### src/rtl/hazard_stall_controller.sv
// hazard_stall_controller
//
// Pipeline hazard sequencer for a 5-stage RV32I core (F/D/X/M/W). It covers the
// hazards that operand forwarding cannot resolve:
//   - load-use: the load result is only usable once the load reaches W, so a
//     dependent instruction in D is held while bubbles are inserted into X
//   - taken branch/jump redirect resolved in X: the two younger stages are flushed
//   - data-memory wait: the whole front of the pipe is frozen and W gets bubbles
// It also keeps saturating counters of stall cycles and redirects.
//
// Parameters
//   LOAD_LAT    stall cycles needed with the load in X and its consumer in D (1..3)
//   CNT_W       width of the performance counters
//
// Ports
//   clk_i        clock
//   rst_i        synchronous reset, active-high
//   instD_i      instruction in D (0 = bubble)
//   instX_i      instruction in X
//   instM_i      instruction in M
//   pc_sel_i     taken branch/jump resolved in X this cycle
//   mem_busy_i   data memory not ready, M-stage access must be held
//   stall_F_o    hold PC
//   stall_D_o    hold the F/D register
//   stall_X_o    hold the D/X register
//   stall_M_o    hold the X/M register
//   flush_D_o    load a bubble into the F/D register
//   flush_X_o    load a bubble into the D/X register
//   flush_W_o    load a bubble into the M/W register
//   state_o      0 = RUN, 1 = LU_STALL, 2 = MEM_WAIT
//   stall_cnt_o  total stall cycles (saturating)
//   flush_cnt_o  total redirects (saturating)

module hazard_stall_controller #(
  parameter int unsigned LOAD_LAT = 2,
  parameter int unsigned CNT_W    = 32
) (
  input  logic             clk_i,
  input  logic             rst_i,
  input  logic [31:0]      instD_i,
  input  logic [31:0]      instX_i,
  input  logic [31:0]      instM_i,
  input  logic             pc_sel_i,
  input  logic             mem_busy_i,
  output logic             stall_F_o,
  output logic             stall_D_o,
  output logic             stall_X_o,
  output logic             stall_M_o,
  output logic             flush_D_o,
  output logic             flush_X_o,
  output logic             flush_W_o,
  output logic [1:0]       state_o,
  output logic [CNT_W-1:0] stall_cnt_o,
  output logic [CNT_W-1:0] flush_cnt_o
);

  localparam logic [6:0] OpLoad   = 7'b0000011;
  localparam logic [6:0] OpLui    = 7'b0110111;
  localparam logic [6:0] OpAuipc  = 7'b0010111;
  localparam logic [6:0] OpJal    = 7'b1101111;
  localparam logic [6:0] OpRType  = 7'b0110011;
  localparam logic [6:0] OpBType  = 7'b1100011;

  // Stall lengths for a consumer one and two instructions behind the load.
  localparam logic [1:0] NeedX = 2'(LOAD_LAT);
  localparam logic [1:0] NeedM = 2'(LOAD_LAT - 1);

  typedef enum logic [1:0] {
    StRun     = 2'd0,
    StLuStall = 2'd1,
    StMemWait = 2'd2
  } state_t;

  state_t           state_q;
  state_t           saved_q;   // state to resume when the memory wait ends
  logic [1:0]       lu_cnt_q;  // load-use stall cycles still to be output
  logic [CNT_W-1:0] stall_cnt_q;
  logic [CNT_W-1:0] flush_cnt_q;

  // ---------------------------------------------------------------------------
  // Instruction field decode
  // ---------------------------------------------------------------------------
  logic [6:0] op_d;
  logic [4:0] rs1_d;
  logic [4:0] rs2_d;
  logic [6:0] op_x;
  logic [4:0] rd_x;
  logic [6:0] op_m;
  logic [4:0] rd_m;

  assign op_d  = instD_i[6:0];
  assign rs1_d = instD_i[19:15];
  assign rs2_d = instD_i[24:20];
  assign op_x  = instX_i[6:0];
  assign rd_x  = instX_i[11:7];
  assign op_m  = instM_i[6:0];
  assign rd_m  = instM_i[11:7];

  // Fields that play no part in hazard detection.
  logic unused_inst_bits;
  assign unused_inst_bits = ^{instD_i[31:25], instD_i[14:7], instX_i[31:12], instM_i[31:12]};

  logic use_rs1_d;
  logic use_rs2_d;
  logic load_x;
  logic load_m;
  logic dep_x;
  logic dep_m;

  // Store data is not a source here: the store-forward path covers it.
  assign use_rs1_d = (op_d != OpLui) && (op_d != OpAuipc) && (op_d != OpJal);
  assign use_rs2_d = (op_d == OpRType) || (op_d == OpBType);

  // rd != 0 on the load side keeps x0 from ever matching.
  assign load_x = (op_x == OpLoad) && (rd_x != 5'd0);
  assign load_m = (op_m == OpLoad) && (rd_m != 5'd0);

  assign dep_x = load_x && ((use_rs1_d && (rs1_d == rd_x)) || (use_rs2_d && (rs2_d == rd_x)));
  assign dep_m = load_m && ((use_rs1_d && (rs1_d == rd_m)) || (use_rs2_d && (rs2_d == rd_m)));

  // ---------------------------------------------------------------------------
  // Cycle action: memory wait > redirect > load-use
  // ---------------------------------------------------------------------------
  state_t     eff_state;
  logic       mem_hold;
  logic       lu_stall;
  logic       redirect;
  logic [1:0] need_n;
  logic       stall_cycle;

  // In the cycle mem_busy_i falls the register still says MEM_WAIT; behave as
  // the interrupted state so a pending load-use stall resumes immediately.
  assign eff_state = (state_q == StMemWait) ? saved_q : state_q;

  always_comb begin
    mem_hold = 1'b0;
    lu_stall = 1'b0;
    redirect = 1'b0;
    need_n   = 2'd0;
    if (!rst_i) begin
      if (mem_busy_i) begin
        mem_hold = 1'b1;
      end else if (eff_state == StLuStall) begin
        // X holds a bubble here, so pc_sel_i and new load-use are ignored.
        lu_stall = 1'b1;
      end else if (pc_sel_i) begin
        redirect = 1'b1;
      end else if (dep_x) begin
        need_n = NeedX;
      end else if (dep_m) begin
        need_n = NeedM;
      end
    end
  end

  assign stall_cycle = lu_stall || (need_n != 2'd0);

  assign stall_F_o = mem_hold || stall_cycle;
  assign stall_D_o = mem_hold || stall_cycle;
  assign stall_X_o = mem_hold;
  assign stall_M_o = mem_hold;
  assign flush_D_o = redirect;
  assign flush_X_o = redirect || stall_cycle;
  assign flush_W_o = mem_hold;

  // ---------------------------------------------------------------------------
  // State and counters
  // ---------------------------------------------------------------------------
  always_ff @(posedge clk_i) begin
    if (rst_i) begin
      state_q     <= StRun;
      saved_q     <= StRun;
      lu_cnt_q    <= 2'd0;
      stall_cnt_q <= '0;
      flush_cnt_q <= '0;
    end else begin
      if (mem_hold) begin
        // Remember where we were only on entry; lu_cnt_q stays frozen.
        if (state_q != StMemWait) begin
          saved_q <= state_q;
        end
        state_q <= StMemWait;
      end else if (lu_stall) begin
        if (lu_cnt_q <= 2'd1) begin
          state_q  <= StRun;
          lu_cnt_q <= 2'd0;
        end else begin
          state_q  <= StLuStall;
          lu_cnt_q <= lu_cnt_q - 2'd1;
        end
      end else if (need_n > 2'd1) begin
        // The current cycle is the first stall; the rest come from LU_STALL.
        state_q  <= StLuStall;
        lu_cnt_q <= need_n - 2'd1;
      end else begin
        state_q <= StRun;
      end

      if ((mem_hold || stall_cycle) && (stall_cnt_q != '1)) begin
        stall_cnt_q <= stall_cnt_q + 1'b1;
      end
      if (redirect && (flush_cnt_q != '1)) begin
        flush_cnt_q <= flush_cnt_q + 1'b1;
      end
    end
  end

  assign state_o     = state_q;
  assign stall_cnt_o = stall_cnt_q;
  assign flush_cnt_o = flush_cnt_q;

endmodule
### config.mk
export PLATFORM = sky130hd
export DESIGN_NAME = hazard_stall_controller
export DESIGN_NICKNAME = d
export VERILOG_FILES = /design/src/rtl/hazard_stall_controller.sv
export SDC_FILE = /design/constraint.sdc
export NUM_CORES = 1
export LEC_CHECK = 0
export CORE_ASPECT_RATIO = 1.2
export CORE_MARGIN = 4
export CORE_UTILIZATION = 40
export CTS_CLUSTER_DIAMETER = 30
export DETAILED_ROUTE_END_ITERATION = 16
export HOLD_SLACK_MARGIN = 0.15
export PLACE_DENSITY = 0.84
export SLEW_MARGIN = 0
export SYNTH_ARGS = -nofsm -noshare
export SYNTH_HDL_FRONTEND = slang
export SYNTH_SLANG_ARGS = --single-unit
export TNS_END_PERCENT = 50
### constraint.sdc
create_clock -name clk_i -period 3.85 [get_ports clk_i]
set_input_delay 0.5775 -clock clk_i [delete_from_list [all_inputs] [get_ports clk_i]]
set_output_delay 0.5775 -clock clk_i [all_outputs]
set_load 0.03 [all_outputs]
; ---- After elaboration in Yosys (flattened, before gate mapping)
; Cells that the tools add are included.
[totals]
register_bits = 70
in_bits = 100
output_inout_bits = 73
word_cells = 77
[op_classes]
addsub = 4
n_lt_le_gt_ge = 2
eq_ne = 16
muxes = 23
bitwise = 1
n_reduce_logical = 25
[ops]
columns = cell, n
row1 = $add 32x1->32 const B, 2
row2 = $ne 32x32->1 const B, 2
row3 = $mux 2, 11
row4 = $eq 5x5->1, 4
row5 = $eq 7x2->1 const B, 2
row6 = $logic_and 1x1->1, 12
row7 = $mux 1, 12
row8 = $reduce_bool 5->1, 2
row9 = $eq 7x6->1 const B, 1
row10 = $eq 7x7->1 const B, 1
row11 = $ne 7x5->1 const B, 1
row12 = $ne 7x6->1 const B, 1
row13 = $ne 7x7->1 const B, 1
row14 = $logic_or 1x1->1, 6
row15 = $reduce_and 2->1, 2
row16 = $reduce_bool 2->1, 2
row17 = $sub 2x1->2 const B, 2
row18 = $eq 2x1->1 const B, 1
row19 = $eq 2x2->1 const B, 1
row20 = $gt 2x1->1 const B, 1
row21 = $le 2x1->1 const B, 1
row22 = $ne 2x2->1 const B, 1
row23 = $reduce_or 2->1, 1
row24 = $not 1->1, 1

; ---- Logic depth before layout (Yosys ltp)
[depth]
ltp_word = 16
ltp_mapped = 12
depth_no_buf = 11

; ---- Worst setup path before layout
; No wires, ideal clock.
[synth_path]
kind = input port to flip-flop
startpoint = in instD_i[3]
endpoint = reg stall_cnt_q[30], in the netlist stall_cnt_o[30]
setup_time_ns = 0.070
arrival_ns = 3.351
t_required_ns = 3.780
setup_slack_ns = 0.429
path_stages = 11
path_buffers = 1
cell_sequence = or3b_2 > a21oi_1 > o22ai_1 > a21o_1 > ha_1 > nor2b_1 > a32o_1 > or4b_1 > buf_2 > or4_1 > a21oi_1
[synth_via]
elab_chain_cells = 16
elab_cells_between_ends = 26
cone_classes = eq/ne (5) / mux (6) / reduce/logical (15)
[synth_lines]
columns = element, line
row1 = start: declaration, 40  ; input logic [31:0] instD_i,
row2 = $ne 7x6->1 or $ne 7x5->1 (tied branches), 111  ; assign use_rs1_d = (op_d != OpLui) && (op_d != OpAuipc) && (op_d != OpJal);
row3 = $logic_and 1x1->1 (2 in series), 111
row4 = $logic_and 1x1->1, 119  ; assign dep_m = load_m && ((use_rs1_d && (rs1_d == rd_m)) || (use_rs2_d && (rs2_d == rd_m)));
row5 = $logic_or 1x1->1, 119
row6 = $logic_and 1x1->1, 119
row7 = $mux 1, 150  ; end else if (dep_m) begin
row8 = $mux 2 *, 148  ; end else if (dep_x) begin
row9 = $mux 2 *, 146  ; end else if (pc_sel_i) begin
row10 = $mux 2 *, 143  ; end else if (eff_state == StLuStall) begin
row11 = $mux 2 *, 141  ; if (mem_busy_i) begin
row12 = $mux 2 *, 140  ; if (!rst_i) begin
row13 = $reduce_bool 2->1 *, 156  ; assign stall_cycle = lu_stall || (need_n != 2'd0);
row14 = $logic_or 1x1->1 *, 156
row15 = $logic_or 1x1->1 *, 199  ; if ((mem_hold || stall_cycle) && (stall_cnt_q != '1)) begin
row16 = $logic_and 1x1->1 *, 199
row17 = end signal: assignment, 200  ; stall_cnt_q <= stall_cnt_q + 1'b1;
row18 = end: declaration, 77  ; logic [CNT_W-1:0] stall_cnt_q;
; Every way passes the cells marked *; elsewhere a longest branch is shown, timed or not.
; A chain may end at the register's enable or synchronous reset.

; ---- Worst setup path after layout
[layout_path]
startpoint = in instD_i[4]
endpoint = out stall_D_o
[layout_via]
elab_chain_cells = 15
elab_cells_between_ends = 25
cone_classes = eq/ne (5) / mux (6) / reduce/logical (14)
[layout_lines]
columns = element, line
row1 = $ne 7x6->1 or $ne 7x5->1 (tied branches), 111
row2 = $logic_and 1x1->1 (2 in series), 111
row3 = $logic_and 1x1->1, 119
row4 = $logic_or 1x1->1, 119
row5 = $logic_and 1x1->1, 119
row6 = $mux 1, 150
row7 = $mux 2 *, 148
row8 = $mux 2 *, 146
row9 = $mux 2 *, 143
row10 = $mux 2 *, 141
row11 = $mux 2 *, 140
row12 = $reduce_bool 2->1 *, 156
row13 = $logic_or 1x1->1 *, 156
row14 = $logic_or 1x1->1 *, 159  ; assign stall_D_o = mem_hold || stall_cycle;
row15 = end: declaration, 46  ; output logic stall_D_o,
; Marks and branches as above.

==> flow_metrics.py <==
metrics = {
    "worst_setup_path": {
        "criticalPathCategory": "input pin to output pin",
        "end_kind": "output pin",
        "path_max_fanout": 4,
        "cp.arrival_ns": 3.14,
        "worstPathRequired_ns": 3.27,
        "crit_path_start_kind": "input pin",
    },
    "route": {
        "viasPerCell": 5.749,
        "drt-wirelength-per-cell_um": 15.03,
        "drt-total-wl_mm": 10.90,
        "vias": 4168,
        "drtPass1Iterations": 4,
        "drc": 0,
        "final_antenna_net_count": 0,
        "drt-initial-drc-count": 243,
    },
    "synth": {
        "ys_async_sr_fraction_pct": 0,
        "ys_types": 61,
        "syn_nets": 579,
        "synthesis.area_um2": 3872,
        "synth_ff_type": "dfxtp_1",
        "ys_warn_count": 0,
        "syn_inst": 475,
        "ys_ff_latch": 70,
        "syn_avg_cell_area_um2": 8.153,
        "ys_seq_area_share_pct": 36.19,
        "synth_edf_count": 0,
    },
    "layout": {
        "fin_nets": 701,
        "utilization_pct": 58.15,
        "layout_commonest_cell": "clkdlybuf4s50_1",
        "drive_above_1_share_pct": 8.804,
        "final_cell_mix": "113 x clkdlybuf4s50_1, 70 x dfxtp_1, 50 x a21oi_1",
        "syn_to_final_growth_pct": 42.16,
        "n_antenna_cell": 0,
    },
    "sta": {
        "finalMaxSlewViolations": 0,
        "fin_crit_ns": 3.717,
        "slew_headroom_pct": 28.24,
        "hold_viol_final": 0,
        "tightestPinTransition_ns": 1.070,
        "setup_tns_ns": 0,
        "fmax_mhz": 269.0,
        "fin_worst_skew_ns": 0.004754,
        "setup_viol": 0,
        "post-route-period-util_pct": 96.55,
        "grt_setup_unrepaired": "no",
    },
    "grt": {
        "grt_pass1_wl_mm": 18.43,
        "grt_max_degree": 71,
        "grt_overflow_total": 0,
        "grt_usage_pct": 19.44,
        "antenna_found_initial": 0,
        "grt_pass1_vias": 4177,
    },
    "clocking": {
        "clk_pin_slew_ns": 0.05,
        "clk_path_buf_depth": 2,
        "htree_levels": 3,
        "cts-root-buf": "clkbuf_16",
        "post-cts-setup-buffers": 0,
        "cts_num_sinks": 70,
        "cts_tree": "done",
        "cts_buffers": 9,
        "clk_latency_ns": 0.33,
    },
    "place": {
        "io_buffer_count": 117,
        "routabilityCongestion": 0.8548,
        "dp_hpwl_mm": 8.129,
    },
    "run_status": {
        "status": "finished, final reports clean",
    },
    "floorplanning": {
        "die_w_um": 97.82,
        "pin_count": 173,
        "die_area_um2": 11330,
        "die_h_um": 115.8,
        "start_util_pct": 40.91,
        "fp.coreArea_um2": 9467,
        "rows": 39,
    },
    "run": {
        "cap_viol_max_count": 0,
    },
    "power_and_ir_drop": {
        "p_leak_nw": 1.756,
        "irDropWorstVdd_v": 0.0001688,
        "power.density_nw_per_um2": 295.4,
    },
    "hold_path": {
        "min_path_type": "flop to flop",
    },
}
[cells in the mapped netlist (3+ instances only)]
cell type | instances | area (um2)
nor2_1 | 29 | 108.9
nor2b_1 | 5 | 31.28
nand2_1 | 32 | 120.1
dfxtp_1 | 70 | 1401
buf_4 | 3 | 22.52
nand4_1 | 20 | 125.1
inv_1 | 10 | 37.54
xnor2_1 | 14 | 122.6
or4_1 | 15 | 112.6
a21oi_1 | 50 | 250.2
and3_1 | 4 | 25.02
clkbuf_1 | 14 | 52.55
xor2_1 | 16 | 140.1
mux2i_1 | 3 | 30.03
buf_2 | 3 | 15.01
nor4_1 | 6 | 37.54
ha_1 | 4 | 50.05
or3_1 | 32 | 200.2
o21ai_0 | 31 | 155.2
a211oi_1 | 4 | 30.03
o211ai_1 | 4 | 30.03
nand3_1 | 27 | 135.1
or2_2 | 3 | 18.77
nor3_1 | 7 | 35.03
and4_1 | 8 | 70.07
o31ai_1 | 13 | 97.59
[report_power, final]
group	leakage (nW)	switching (mW)	total, mW	internal, mW
Combinational	1.06	0.0735	0.152	0.0788
Clock	0.132	0.293	0.743	0.450
Sequential	0.564	0.00317	0.731	0.728
[routing by layer]
layer  up-vias  global-route usage (%)  routed length [um]
met1      1955                   21.11                4376
met2       163                   35.69                5560
met3         9                   6.502                 830
met5         -                       0                   0
met4         0                   6.279                 128
li1       2041                       -                   -
[stage by stage]
stage	std cells	hold slack, ns	power [mW]	cell area (um2)	worst slack [ns]
floorplan	475	0.4317	0.8113	3872	0.4289
global placement	709	0.4396	0.8931	5220	-0.1101
detailed placement	709	0.4516	0.8973	5220	-0.1983
CTS	725	0.4611	1.644	5489	0.1308
global route	725	0.4791	1.695	5505	0.004168
finish	725	0.4607	1.626	5505	0.1328
[final timing paths]
| check | from | end | slack (ns) | cells after the start |
|---|---|---|---|---|
| setup / recovery | instD_i[4] | stall_D_o | 0.13 | 12 |
| hold / removal | lu_cnt_q[1] | state_o[0] | 0.46 | 2 |
| setup reg to reg | state_o[0] | stall_cnt_o[29] | 0.59 | 12 |
| hold reg to reg | lu_cnt_q[1] | state_o[0] | 0.46 | 2 |
[registers in the layout, indices dropped and copies added (netlist names)]
name / flops
flush_cnt_o: 32
state_o: 2
lu_cnt_q: 2
saved_q: 2
stall_cnt_o: 32
[critical path, stage by stage]
cell,delay [ns]
clkdlybuf4s50_1,0.51
or3b_2,0.46
a21oi_1,0.23
buf_4,0.15
nor4_1,0.04
o211ai_1,0.25
a21o_1,0.13
ha_1,0.17
nor2b_1,0.14
a32o_2,0.24
inv_1,0.08
buf_4,0.17
[what timing repair did]
item / CTS / global route
hold buffers: 0 / 0
gates resized for setup: 0 / 4
endpoints found under the setup margin: 0 / 8
[cells by family (layout without fill, tap and decap cells)]
kind of cell / Yosys count / count (layout) / synth area share (%)
flip-flops: 70 / 70 / 36.19
multiplexers: 5 / 5 / 1.357
adder cells (fa/ha/maj): 4 / 4 / 1.292
XOR/XNOR: 30 / 30 / 6.785
AO/OA/AOI/OAI: 126 / 126 / 19.97
AND/OR/NAND/NOR: 207 / 207 / 30.82
buffers and inverters: 33 / 160 / 3.586
[cell type report]
class | count | area [um2]
fillers | 810 | 3961
multi-input cells | 372 | 2349
flip-flops and latches | 70 | 1401
repair buffers | 133 | 1291
clock buffers | 12 | 246.5
well taps | 123 | 153.9
inverters | 11 | 41.29
clock inverters | 4 | 22.52
Note: power is estimated with default switching activity, not from simulation.
==> variant 1, RTL diff (same flow settings) <==
Put one more register stage on the output `flush_cnt_o`, with the module's reset. The value now appears one clock later. The other outputs are not delayed to match.
--- a/src/rtl/hazard_stall_controller.sv
+++ b/src/rtl/hazard_stall_controller.sv
@@ -209,3 +209,9 @@
   assign stall_cnt_o = stall_cnt_q;
-  assign flush_cnt_o = flush_cnt_q;
+  always_ff @(posedge clk_i) begin
+    if (rst_i) begin
+      flush_cnt_o <= '0;
+    end else begin
+      flush_cnt_o <= flush_cnt_q;
+    end
+  end
 
Check against the original RTL: not equivalent (a bounded check fails within 4 cycles, from zero or initial values and one cycle with rst_i high).
==> variant 1 against the original RTL <==
Wire length increased by 12%. Global-route usage decreased by 1.9 points. Count of clock-buffer cells in the layout decreased by 3. Critical path depth unchanged. Power increased by 29%. Cell area increased by 19%. Core utilization decreased by 1.8 points. Synthesized area increased by 25%. Critical path type unchanged. Sequential power increased by 45%. Die area increased by 23%. Worst setup slack improved by 0.14 ns. Non-clock buffer count increased by 6. Sequential cell count increased by 32.
==> variant 1: results (changes against the original RTL) <==
hold path startpoint flush_cnt_q[31]; multi-input logic area 2659 um^2 (+13%); Critical R2R Launch state_o[1]; reg2reg end stall_cnt_o[27]; P_clk 0.000875 W (+18%); Seq/total area 31.05% (+5.6 points); nets 773 (+10%); CP Capture Point stall_D_o; dpl hpwl 9.012 mm (+11%); DRC 0 (unchanged); multi-input gates 402 (+8.1%); Non-clk bufs 139 (+4.5%); Synth Flop Type dfxtp_1; fin cells 831 (+15%); CTS root buf clkbuf_16; Hold Worst Slack 0.4918 ns (+0.03116 ns); largest net degree at the start of global routing 102 (+44%); DRT iter0 DRCs 200 (-18%); share of cells above drive strength 1 12.61% (+3.8 points); via count 4527 (+8.6%); CTS buffer count 9 (unchanged); ys async rst share 0% (unchanged); Signal buf overhead 20.24% (-3.2 points); Worst VDD drop 0.1803 mV (+6.8%); fill count 993 (+23%); Hold Path Depth 1 (-1); run status finished, final reports clean; Worst R2R Setup Slack 0.55 ns (-0.04 ns); Post-synth top cells 102 x dfxtp_1, 53 x nor2_1, 33 x nor2b_1, 29 x a21oi_1, 29 x nand2_1; cell count after synthesis 541 (+14%); skew final 0.008515 ns (+0.003761 ns); CP startpoint instD_i[4]; Synth cell types 58 (-4.9%); Routability Congestion 0.8460 (-1.0%); Seq cells post-synth 102 (+46%); post-placement cell count 815 (+15%); Power Density 319.7 nW/um^2 (+8.2%); Worst-Margin Slew 0.9805 ns (-0.08952 ns); largest cells by area after synthesis dfxtp_1 42%, mux2_2 5.8%, nor2b_1 4.3%; Non-clk invs 15 (+4); sequential share of the synthesized area 42.23% (+6.0 points); Clk pwr share 41.6% (-4.1 points); Placed Instance Area 6272 um^2 (+20%); Hold EP flush_cnt_q[31]; Clock buf/inv share 4.433% (-0.45 points); CTS H-tree lvls 3 (unchanged); Die X 108.4 um (+11%); syn_nets 645 (+11%); pre-CTS WS -0.2935 ns (-0.09525 ns); LEAKAGE 2.314 nW (+32%); Sequential Power 0.00106 W (+45%); vias in the first global route 4427 (+6.0%); max incr delay on CP 0.48 ns (-0.03 ns); Final Critical Period 3.575 ns (-0.1421 ns); WL/cell 14.64 um (-2.6%)
## variant 1: cell types whose count changed in the layout (fill, tap and decap cells not counted), moves of 6 or more
cell | before | now
mux2_2 | 2 | 25
nand3_1 | 27 | 21
or3_1 | 32 | 16
dfxtp_1 | 70 | 102
a21oi_1 | 50 | 28
nor2b_1 | 5 | 33
nor2_1 | 29 | 53
o21ai_0 | 31 | 20
nor3_1 | 7 | 17
## variant 1: timing repair
action,CTS,global route
resized for setup,3,7
pin swaps,0,1
endpoints found under the setup margin,2,4
## variant 1: routing by layer
metal	up-vias	track usage, %	routed length [um]
met2	132	31.44	6231
met5	-	0	0
met1	2141	20.68	5051
met4	0	6.092	223
met3	18	3.512	657
li1	2236	-	-
## variant 1: cells by family after synthesis
kind of cell,synth area share [%]
flip-flops,42.23
adder cells (fa/ha/maj),1.035
multiplexers,6.701
XOR/XNOR,4.709
AND/OR/NAND/NOR,31.15
AO/OA/AOI/OAI,10.92
buffers and inverters,3.260
==> variant 2, RTL diff (same settings) <==
Made on the original files. `CNT_W`: 32 -> 16.
--- a/src/rtl/hazard_stall_controller.sv
+++ b/src/rtl/hazard_stall_controller.sv
@@ -35,3 +35,3 @@
   parameter int unsigned LOAD_LAT = 2,
-  parameter int unsigned CNT_W    = 32
+  parameter int unsigned CNT_W    = 16
 ) (
Ports: changed (resized flush_cnt_o and stall_cnt_o); port bits go from 173 to 141. No check against the original RTL was run, so the function may have changed too.
==> variant 2 against the original RTL <==
Synthesized area shrank 41%. Sequential cell count shrank 32. Worst hold slack improved by 0.039 ns. Wire length is 41% lower. Power shrank 50%. Cell area decreased by 40%. Critical endpoint is now stall_F_o. Core utilization is 0.65 points higher. Largest cell class unchanged. Worst setup slack better by 0.24 ns. Highest routed layer unchanged. Clock skew increased by 0.0027 ns. Critical path type unchanged.
==> variant 2: results (changes against the original RTL) <==
skew final 0.007442 ns (+0.002688 ns); share of cells above drive strength 1 8.672% (-0.13 points); total global-route track usage 18.38% (-1.1 points); Worst Path Arrival 2.90 ns (-0.24 ns); ys async rst share 0% (unchanged); met2 Resource Use GR 33.21% (-2.5 points); largest cells by area after synthesis dfxtp_1 33%, xor2_1 7.6%, a21oi_1 4.6%; reg2reg end stall_cnt_o[14]; WL/cell 14.79 um (-1.6%); Synth cell types 53 (-13%); LEAKAGE 1.151 nW (-34%); Post-synth top cells 38 x dfxtp_1, 28 x nor2_1, 21 x a21oi_1, 20 x xor2_1, 16 x nand2_1; largest net degree at the start of global routing 38 (-46%); IO buf count 85 (-27%); post-placement cell count 425 (-40%); dpl hpwl 4.938 mm (-39%); cell count after synthesis 280 (-41%); Worst R2R Setup Slack 0.91 ns (+0.32 ns); M1 WL 2.609 mm (-40%); worst r2r path cells 9 (-3); Reg clk slew, reported paths 0.07 ns (+0.02 ns); vias in the first global route 2440 (-42%); Slew Limit Headroom 72.36% (+44 points); DRT iter0 DRCs 71 (-71%); CTS H-tree lvls 2 (-1); CTS buffer count 5 (-4); Routability Congestion 0.8505 (-0.50%); WL met3 462 um (-44%); run status finished, final reports clean; met3 Use GR 5.357% (-1.1 points); syn_nets 384 (-34%); P_sw 0.0002054 W (-45%); CP max FO 6 (+2); Hold EP lu_cnt_q[1]; combinational share of power 16.4% (+7.0 points); Post-CTS Resized 0 (unchanged); sequential share of the synthesized area 33.06% (-3.1 points); CTS root buf clkbuf_8; vias per inst 5.628 (-2.1%); Skew-Pair Late Insertion Delay 0.29 ns (-0.04 ns); Sequential Power 0.000399 W (-45%); WL final 6.404 mm (-41%); met2 wire len 3.248 mm (-42%); met1 usage 19.98% (-1.1 points); Worst VDD drop 0.2465 mV (+46%); nets 472 (-33%)
## variant 2: cell families (layout without fill, tap and decap cells)
group           after synthesis  in the layout  share of synthesized area (%)
mux                           5              5                          2.284
xor+xnor                     29             29                          11.04
flops                        38             38                          33.06
compound gates               63             63                          18.43
simple gates                120            120                          29.04
buf+inv                      21            110                          3.969
fa+ha+maj                     4              4                          2.175
## variant 2: layout make-up
class,count,area (um^2)
clock buffer,6,82.58
clock inverter,2,12.51
fill,514,2320
inverter,12,45.04
multi-input combinational,221,1449
sequential,38,760.7
tap,64,80.08
timing repair buffer,90,880.8
## variant 2: critical path: stages
cell             delay, ns
clkdlybuf4s50_1       0.51
or3b_2                0.45
a21oi_1               0.24
nor4_1                0.09
a41oi_1               0.26
a211o_1               0.14
ha_1                  0.26
nand3_1               0.15
buf_4                 0.21
## variant 2: worst max-delay path by stage
stage | from | end | cells past startpoint
2_1_floorplan | state_o[0] | stall_F_o | 7
3_3_place_gp | instD_i[4] | stall_cnt_o[12] | 9
3_5_place_dp | instD_i[4] | stall_cnt_o[12] | 9
4_1_cts | instD_i[4] | stall_F_o | 8
5_1_grt | instD_i[4] | stall_F_o | 9
6_report | instD_i[4] | stall_F_o | 9
## variant 2: metrics by stage
stage	total power (W)	hold slack (ns)	setup slack, ns	cell area (um^2)	utilization, %
floorplan	0.0004650	0.4587	0.7731	2301	-
global placement	0.0005385	0.4811	0.2682	3216	57.11
detailed placement	0.0005416	0.4940	0.2398	3216	57.11
CTS	0.0008304	0.5050	0.3889	3311	58.80
global route	0.0008529	0.5411	0.2493	3311	58.80
finish	0.0008167	0.4998	0.3766	3311	58.80
